## config.mk

```make
export PLATFORM = sky130hd
export DESIGN_NAME = regfile_wb_arbiter
export DESIGN_NICKNAME = d
export VERILOG_FILES = /design/src/rtl/regfile_wb_arbiter.sv
export SDC_FILE = /design/constraint.sdc
export NUM_CORES = 1
export LEC_CHECK = 0
export ABC_CLOCK_PERIOD_IN_PS = 2700
export CORE_AREA = 4 4 183 185
export CTS_BUF_LIST = sky130_fd_sc_hd__clkbuf_16
export DETAILED_ROUTE_END_ITERATION = 16
export DIE_AREA = 0 0 187 189
export PLACE_DENSITY = 0.54
export SYNTH_ARGS = -nofsm -noshare
export SYNTH_HDL_FRONTEND = slang
export SYNTH_SLANG_ARGS = --single-unit
```

## constraint.sdc

```tcl
create_clock -name clk -period 2.7 [get_ports clk]
set_clock_uncertainty 0.2 [all_clocks]
set_input_delay 0.27 -clock clk [delete_from_list [all_inputs] [get_ports clk]]
set_output_delay 0.27 -clock clk [all_outputs]
set_load 0.005 [all_outputs]
```

## src/rtl/regfile_wb_arbiter.sv

```systemverilog
// Round-robin writeback arbiter in front of a register file: two requesters share one write port.
// Define REGFILE_WB_ARBITER_BYPASS_EN to forward the write stage onto the read data outputs.
module regfile_wb_arbiter #(
    parameter int unsigned REG_WIDTH = 64,
    parameter int unsigned NUM_REGS  = 32
) (
    input  logic                        clk,
    input  logic                        reset,
    input  logic                        req0_valid,
    output logic                        req0_ready,
    input  logic [$clog2(NUM_REGS)-1:0] req0_reg,
    input  logic [REG_WIDTH-1:0]        req0_data,
    input  logic                        req1_valid,
    output logic                        req1_ready,
    input  logic [$clog2(NUM_REGS)-1:0] req1_reg,
    input  logic [REG_WIDTH-1:0]        req1_data,
    output logic                        RegWrite,
    output logic [$clog2(NUM_REGS)-1:0] WriteRegister,
    output logic [REG_WIDTH-1:0]        WriteData,
    input  logic [$clog2(NUM_REGS)-1:0] ReadRegister1,
    input  logic [$clog2(NUM_REGS)-1:0] ReadRegister2,
    input  logic [REG_WIDTH-1:0]        rf_data1,
    input  logic [REG_WIDTH-1:0]        rf_data2,
    output logic [REG_WIDTH-1:0]        ReadData1,
    output logic [REG_WIDTH-1:0]        ReadData2
);

    localparam int unsigned      AW       = $clog2(NUM_REGS);
    localparam logic [AW-1:0]    ZERO_REG = AW'(NUM_REGS - 1);

    logic                 last_grant;  // 1: req1 won the most recent transfer
    logic                 grant0;
    logic                 grant1;
    logic                 xfer;
    logic [AW-1:0]        sel_reg;
    logic [REG_WIDTH-1:0] sel_data;

    // Grant selection; the requester that did not win last has priority under contention
    always_comb begin
        grant0 = 1'b0;
        grant1 = 1'b0;
        if (reset) begin
            if (req0_valid && (!req1_valid || last_grant)) begin
                grant0 = 1'b1;
            end else if (req1_valid) begin
                grant1 = 1'b1;
            end
        end
    end

    assign req0_ready = grant0;
    assign req1_ready = grant1;
    assign xfer       = grant0 | grant1;
    assign sel_reg    = grant1 ? req1_reg  : req0_reg;
    assign sel_data   = grant1 ? req1_data : req0_data;

    // Write stage; writes to the hardwired-zero register are accepted but suppressed
    always_ff @(posedge clk or negedge reset) begin
        if (!reset) begin
            last_grant    <= 1'b1;
            RegWrite      <= 1'b0;
            WriteRegister <= '0;
            WriteData     <= '0;
        end else begin
            RegWrite <= xfer && (sel_reg != ZERO_REG);
            if (xfer) begin
                last_grant    <= grant1;
                WriteRegister <= sel_reg;
                WriteData     <= sel_data;
            end
        end
    end

`ifdef REGFILE_WB_ARBITER_BYPASS_EN
    // Forward the in-flight write to a matching read port
    always_comb begin
        ReadData1 = rf_data1;
        ReadData2 = rf_data2;
        if (RegWrite && (WriteRegister == ReadRegister1) && (ReadRegister1 != ZERO_REG)) begin
            ReadData1 = WriteData;
        end
        if (RegWrite && (WriteRegister == ReadRegister2) && (ReadRegister2 != ZERO_REG)) begin
            ReadData2 = WriteData;
        end
    end
`else
    logic unused_rd_addr;

    assign ReadData1      = rf_data1;
    assign ReadData2      = rf_data2;
    assign unused_rd_addr = ^{ReadRegister1, ReadRegister2};
`endif

endmodule

```

==> results.md, run 1 <==
Global route:
- The number of antenna violations at the first check in global routing is 0.
- The first global-routing pass estimated 21000 um of wire.
- The via count of the first global-routing pass came to around 3.5k.
- The overall track demand over capacity in global routing is 7.81%.
- Summed over all layers, the global routing overflow is 0.
- The maximum number of pins on one net before global-route repair is 38.

STA:
- The count of pins over their slew limit is 0.
- The time the worst path needs with I/O delays and setup is 2.46 ns.
- The number of hold violations in the final report came to 0.
- The fmax is about 400 MHz.
- The pin slew with the least headroom to its limit is 0.802 ns.
- Setup repair after global routing left no endpoint under its margin.
- The worst max-slew margin expressed relative to the limit is 46.3%.
- The sum of negative setup slack is 0 ns.
- The share of the clock period used by the worst path after layout is 91.0%.
- The number of endpoints failing setup at the final stage is 0.

Place:
- The wire-length estimate of the detail-placed layout is 10700 um.
- The routability-driven placement congestion ratio is approximately 0.7.
- During placement, the flow inserted port buffers numbering 213.

Setup path:
- The worst-path maximum fanout is 14.
- The capture instance of the worst register-to-register path is WriteData[33].
- The critical path starts at reset.
- The register-to-register setup slack is 0.81 ns.
- The critical path class is input port to output port.
- For the worst flop-to-flop path, the logic depth is 5.
- STA classifies the critical path endpoint as an output port.
- The type of origin of the critical path is an input port.
- Data on the critical path is required at its endpoint by about 2.2 ns.
- STA puts the critical path data arrival time at 1.99 ns.
- The worst flop-to-flop path startpoint is last_grant.

Clock network:
- The maximum clock path buffer count is 2.
- The total clock sinks is 71.
- Gates resized during post-CTS repair numbered 0.
- The CTS tree is built.
- The clock input transition at the sequential cells of the worst setup and hold paths is 0.06 ns.
- The total setup buffers inserted after CTS is 0.
- The tree is rooted in a clkbuf_16.
- The number of clock buffers inserted by TritonCTS is 9.
- The count of H-tree levels built during CTS is 3.
- The number of hold buffers added after CTS was 1.
- Clock latency on the worst-skew pair, taken at its later pin, is between 0.3 and 0.4 ns.

Synth:
- After Yosys synthesis, XOR and XNOR cells account for 0% of the synthesized area.
- The summed instance area of the synthesized netlist is between 4000 and 5000 um2.
- The total number of yosys warnings is 0.
- In this run, synthesis produced a sequential element count of 71.
- Of the total synthesized cell area, the portion taken by full adders, half adders and majority gates is 0%.
- After synthesis, the mean cell area works out to between 10 and 15 um2.
- Measured against the total synthesized area, the mux share comes to 0%.
- Synthesis produced a netlist whose cell count is just under 400.
- The count of unique library cells instantiated by Yosys is 20.
- Summing the areas of all compound-gate instances in the mapped netlist gives 18.8% of the synthesized area.
- After Yosys synthesis, and, or, nand and nor cells account for 11.1% of the synthesized area.
- The sequential element share of the synthesized area is ~43%.
- By area, the combinational part of the netlist is dominated by buffers and inverters.
- Counting every net in the synthesized netlist gives 665.

Drt:
- After detailed routing, the average wire length per cell comes to 16.0 um.
- Detailed routing inserted a total of 3201 vias.
- The DRC violations left is 0.
- After the first detailed-routing iteration, the DRC count stood at 90.
- The final wirelength is 14100 um.
- Once detail routing completed, the nets flagged for antenna violations numbered 0.
- The number of detailed-route iterations in the first pass is 4.
- Dividing the detail-routed via count by the number of cells gives 3.63.

Floorplanning:
- The standard cell core area is 32000 um2.
- The number of placement rows is 66.
- The die extent in x is about 190 um.
- 480 I/O pins were placed.
- The starting utilization of the core area is 12.9%.
- The floorplan die area is 35300 um2.
- The die is 189 um tall.

Final layout:
- In the final design database the tool counted 748 nets.
- After filler insertion, the fill cell instance count of the layout stands at 3530.
- The multi-input combinational cells in the finished layout cover a total of about 1300 um2.
- The sequential cells in the finished layout cover a total of 1780 um2.
- The repair_antennas step left the layout with diodes totalling 0.
- The layout overhead on the synthesized area is 47.4%.
- Cells with a size suffix above 1 make up 5.92% of the layout.

Pwr:
- The areal power density over the cells is just under 600 nW/um2.
- The worst-case IR drop observed on VDD is approximately 0.00026 V.
- The total power is 3.53 mW.
- The leakage dissipation is 2.33 nW.

Worst hold path:
- The path class of the tightest hold or removal check is input port to async pin.

Run:
- The number of max-capacitance violations reported is 0.

Run status:
- The run finished with clean final reports.
## power by group
| part | internal [mW] | switching, mW | leakage [nW] | total (mW) |
|---|---|---|---|---|
| Sequential | 1.23 | 0.0775 | 0.843 | 1.30 |
| Combinational | 0.632 | 0.316 | 1.33 | 0.948 |
| Clock | 0.795 | 0.488 | 0.157 | 1.28 |
| Total | 2.65 | 0.881 | 2.33 | 3.53 |
## cells by family after synthesis
| group | after synthesis |
|---|---|
| compound gates | 84 |
| buf+inv | 154 |
| flops | 71 |
| simple gates | 76 |
## final cells by class
type	count	area share, %
repair buffers	224	36.6
flip-flops and latches	71	29.2
multi-input cells	160	20.6
well taps	408	8.39
clock buffers	9	3.70
clock inverters	7	1.32
inverters	2	0.123
## flip-flops by register name (all words and copies together) (netlist names)
name and cells:
RegWrite 1, WriteData 64, WriteRegister 5, last_grant 1
## worst max-delay path: stages
cell and delay, ns:
dlygate4sd3_1 0.54, buf_4 0.24, nand2_2 0.17, o21a_2 0.28
clkdlybuf4s50_1 0.47
## synthesized netlist by cell type
library cell / count / share of area (%)
buf_4: 128 / 23
dfrtp_1: 70 / 42
and2_1: 65 / 9.9
a221o_1: 64 / 16
buf_2: 9 / 1.1
clkbuf_1: 9 / 0.82
buf_6: 6 / 1.6
nor2_1: 6 / 0.55
a31oi_1: 5 / 0.76
o2111ai_1: 5 / 1.1
o21ai_0: 5 / 0.61
and3_1: 2 / 0.30
inv_1: 2 / 0.18
nand3_1: 2 / 0.24
o21a_1: 2 / 0.36
a22o_1: 1 / 0.21
dfstp_2: 1 / 0.64
nand2_2: 1 / 0.15
o21ai_1: 1 / 0.12
o22ai_1: 1 / 0.15
## stage by stage
stage	hold WS (ns)	cell area (um2)	utilization [%]	instances	worst slack (ns)
floorplan	-0.226	4130	-	385	0.947
finish	0.157	6080	19.0	881	0.244
global route	0.158	6080	19.0	881	0.156
CTS	0.135	6080	19.0	881	0.212
detailed placement	-0.0578	5770	18.0	864	0.201
global placement	-0.0546	5770	18.0	864	0.234
## worst max-delay path by stage
stage | slack, ns | to | cells past startpoint
after detailed placement | 0.20 | WriteData[13] | 5
final | 0.24 | req0_ready | 5
after floorplan | 0.95 | WriteData[10] | 6
after global routing | 0.16 | req0_ready | 5
after CTS | 0.21 | req0_ready | 5
after global placement | 0.23 | WriteData[13] | 5
## per-layer routing
metal,GRT usage [%],vias up,routed length (um)
met5,0,-,0
met4,5.03,0,744
met2,12.6,204,6680
li1,-,1415,-
met3,4.06,65,1450
met1,8.01,1517,5220
## cells in the final DEF (no fill, tap or decap), drive strengths merged
master | synthesis | final
inv | 2 | 4
o21ai | 6 | 6
clkinv | 0 | 3
dfrtp | 70 | 70
nand3 | 2 | 2
and3 | 2 | 2
nor2 | 6 | 6
buf | 143 | 11
a22o | 1 | 1
o2111ai | 5 | 5
clkbuf | 9 | 9
a31oi | 5 | 5
dlygate4sd3 | 0 | 1
clkdlybuf4s50 | 0 | 212
o22ai | 1 | 1
dfstp | 1 | 1
o21a | 2 | 2
a221o | 64 | 64
nand2 | 1 | 1
bufinv | 0 | 2
and2 | 65 | 65
Note: power is estimated with default switching activity, not from simulation.
==> run 2: changes to the inputs <==
ABC_CLOCK_PERIOD_IN_PS = 2900   (was 2700)
GPL_TIMING_DRIVEN = 0   (was default)
clock period = 2.9 ns   (was 2.7 ns; I/O delays follow)
==> results.md, run 2 (synthesis results as in run 1) <==
Floorplanning:
- The standard cell core area is 32000 um2 (unchanged).
- The die extent in x came to 187 um (unchanged).
- The number of ports placed on the die boundary is 480 (unchanged).
- The starting utilization of the core area is 12.9% (unchanged).
- The die height was 189 um (unchanged).
- The number of placement rows is 66 (unchanged).
- The floorplan die area is 35300 um2 (unchanged).

Global route:
- The via count of the first global-routing pass is 4419 (+27%).
- The wire length of the first global-routing pass was 27000 um (+28%).
- The overall track demand over capacity in global routing was 9.92% (+2.1 points).
- The total congestion overflow is 0 (unchanged).
- The number of antenna violations at the first check in global routing is 1 (+1).
- The maximum number of pins on one net before global-route repair is 37 (-2.6%).

STA:
- The smallest clock period supported by the final layout is computed as 2.62 ns.
- The count of pins over their slew limit is 0 (unchanged).
- Based on the critical path, the design can be clocked at up to about 380 MHz.
- The number of hold violations in the final report came to 0 (unchanged).
- The setup slack after layout came to 0.279 ns (+0.0354 ns).
- The sum of negative setup slack is 0 ns (unchanged).
- In the finished design, the share of the clock period the worst path needs comes to 90.4%.
- The worst max-slew margin expressed relative to the limit is 48.4% (+2.1 points).
- Setup repair after global routing left no endpoint under its margin.
- The number of endpoints failing setup at the final stage is 0 (unchanged).
- The pin slew with the least headroom to its limit is 0.773 ns (-0.0287 ns).

Final layout:
- The largest registers in the layout are WriteData: 64 flops, WriteRegister: 5 flops.
- The non-filler instance count after layout came to 1156 (+31%).
- The proportion of layout cells with a drive suffix above 1 was 22.2% (+16 points).
- The final non-filler cell area is 8440 um2 (+39%).
- The sequential cell area is 1780 um2 (unchanged).
- The flip-flop count of the largest register after layout is 64 (unchanged).
- The layout overhead on the synthesized area is 105%.
- The register with the most flip-flops is WriteData.
- The most common cell after layout, fill and taps aside is clkdlybuf4s50_1.
- The number of nets in the layout is 1022 (+37%).
- The footprint of the multi-input gates is 1240 um2 (-1.3%).
- In the layout the commonest cells are 339 x clkdlybuf4s50_1, 128 x buf_4, 70 x dfrtp_1, 65 x and2_1, 64 x a221o_1.
- The layout filler cell count is 3378 (-4.3%).

Worst hold path:
- In this run the worst hold path is classified as input port to flip-flop.

Drt:
- The average wire per standard cell is 16.2 um (+1.2%).
- The via count is 4184 (+31%).
- The first-iteration detailed-routing DRC count is 90 (unchanged).
- The final wirelength was 18700 um (+33%).
- The vias per cell was 3.62 (-0.39%).
- The number of detailed-route iterations in the first pass is 4 (unchanged).
- The DRC violations left was 0 (unchanged).
- The antenna violation net count after detailed routing is 0 (unchanged).

Setup path:
- The worst-path maximum fanout is 10 (-4).
- The register-to-register setup slack came to 0.80 ns (about the same).
- The kind of end point of the critical path is an output port.
- The worst setup path is launched from an input port.
- The arrival time reported for the critical path endpoint is 2.13 ns (+0.14 ns).
- The required time reported for the critical path endpoint came to 2.41 ns (+0.18 ns).
- The setup path with the least slack is of type input port to output port.

Pwr:
- The total power is 3.62 mW (+2.4%).
- The areal power density over the cells is 429 nW/um2 (-26%).
- The peak supply drop came to 0.000234 V (-9.3%).
- The leakage dissipation was 3.50 nW (+50%).

Run:
- The number of max-capacitance violations reported was 0 (unchanged).

Clock network:
- The clock latency of the later-clocked register in the worst-skew pair came to 0.34 ns (about the same).
- The clock input transition at the sequential cells of the worst setup and hold paths is 0.06 ns (about the same).
- The maximum clock path buffer count was 2 (unchanged).
- The root buffer cell is clkbuf_16.
- The total clock sinks is 71 (unchanged).
- The CTS tree is built.
- The count of H-tree levels built during CTS is 3 (unchanged).
- The number of clock buffers inserted by TritonCTS was 9 (unchanged).

Place:
- The count of input and output buffers is 340 (+60%).
- The number of placed instances with taps included is 1134 (+31%).
- The routability-driven placement congestion ratio is 0.730 (+3.3%).
- The placed wire-length estimate after detailed placement is 14900 um (+40%).
- The pre-CTS setup slack is -0.148 ns (-0.349 ns).
- The placed instance area was 8060 um2 (+40%).

Run status:
- The run finished with clean final reports.
run 2: cell type report:
class | count | share of cell area (%)
flip-flops and latches | 71 | 21.1
repair buffers | 346 | 41.6
diodes | 1 | 0.0296
plain buffers | 152 | 13.1
inverters | 2 | 0.0889
clock inverters | 7 | 0.756
well taps | 408 | 6.05
multi-input cells | 160 | 14.7
clock buffers | 9 | 2.67
run 2: repair_timing:
item                                   CTS  global route
buffers inserted                         0             0
endpoints found under the hold margin   70             0
setup endpoints to repair                2             0
hold buffers                             5             0
gates resized for setup                  2             0
run 2: power by group:
group	switching (mW)	internal, mW
clock	0.491	0.660
sequential	0.0750	1.14
combinational	0.389	0.863
total	0.956	2.66
run 2: final timing paths:
path / start / endpoint / cells past startpoint
worst min-delay path: req1_valid / WriteRegister[0] / 3
worst max register to register: last_grant / WriteData[32] / 6
worst max-delay path: req0_valid / req1_ready / 6
max in group asynchronous: reset / WriteData[8] / 5
worst min register to register: WriteRegister[4] / WriteRegister[4] / 2
min in group asynchronous: reset / WriteData[42] / 4
run 2: stage by stage:
stage               util [%]  hold slack (ns)
floorplan                  -           -0.206
global placement        25.1            0.345
detailed placement      25.2           0.0924
CTS                     26.3            0.112
global route            26.3            0.127
finish                  26.3            0.131
run 2: worst max-delay path: stages:
cell	delay (ns)
clkdlybuf4s50_1	0.47
and2_1	0.20
buf_6	0.13
nor2_1	0.18
buf_2	0.29
clkdlybuf4s50_1	0.56
run 2: layer usage:
layer / vias to the layer above / routed length [um] / GRT usage [%]
li1: 1968 / - / -
met1: 1957 / 7210 / 11.6
met2: 249 / 9650 / 17.5
met3: 10 / 1640 / 3.60
met4: 0 / 214 / 2.39
met5: - / 0 / 0
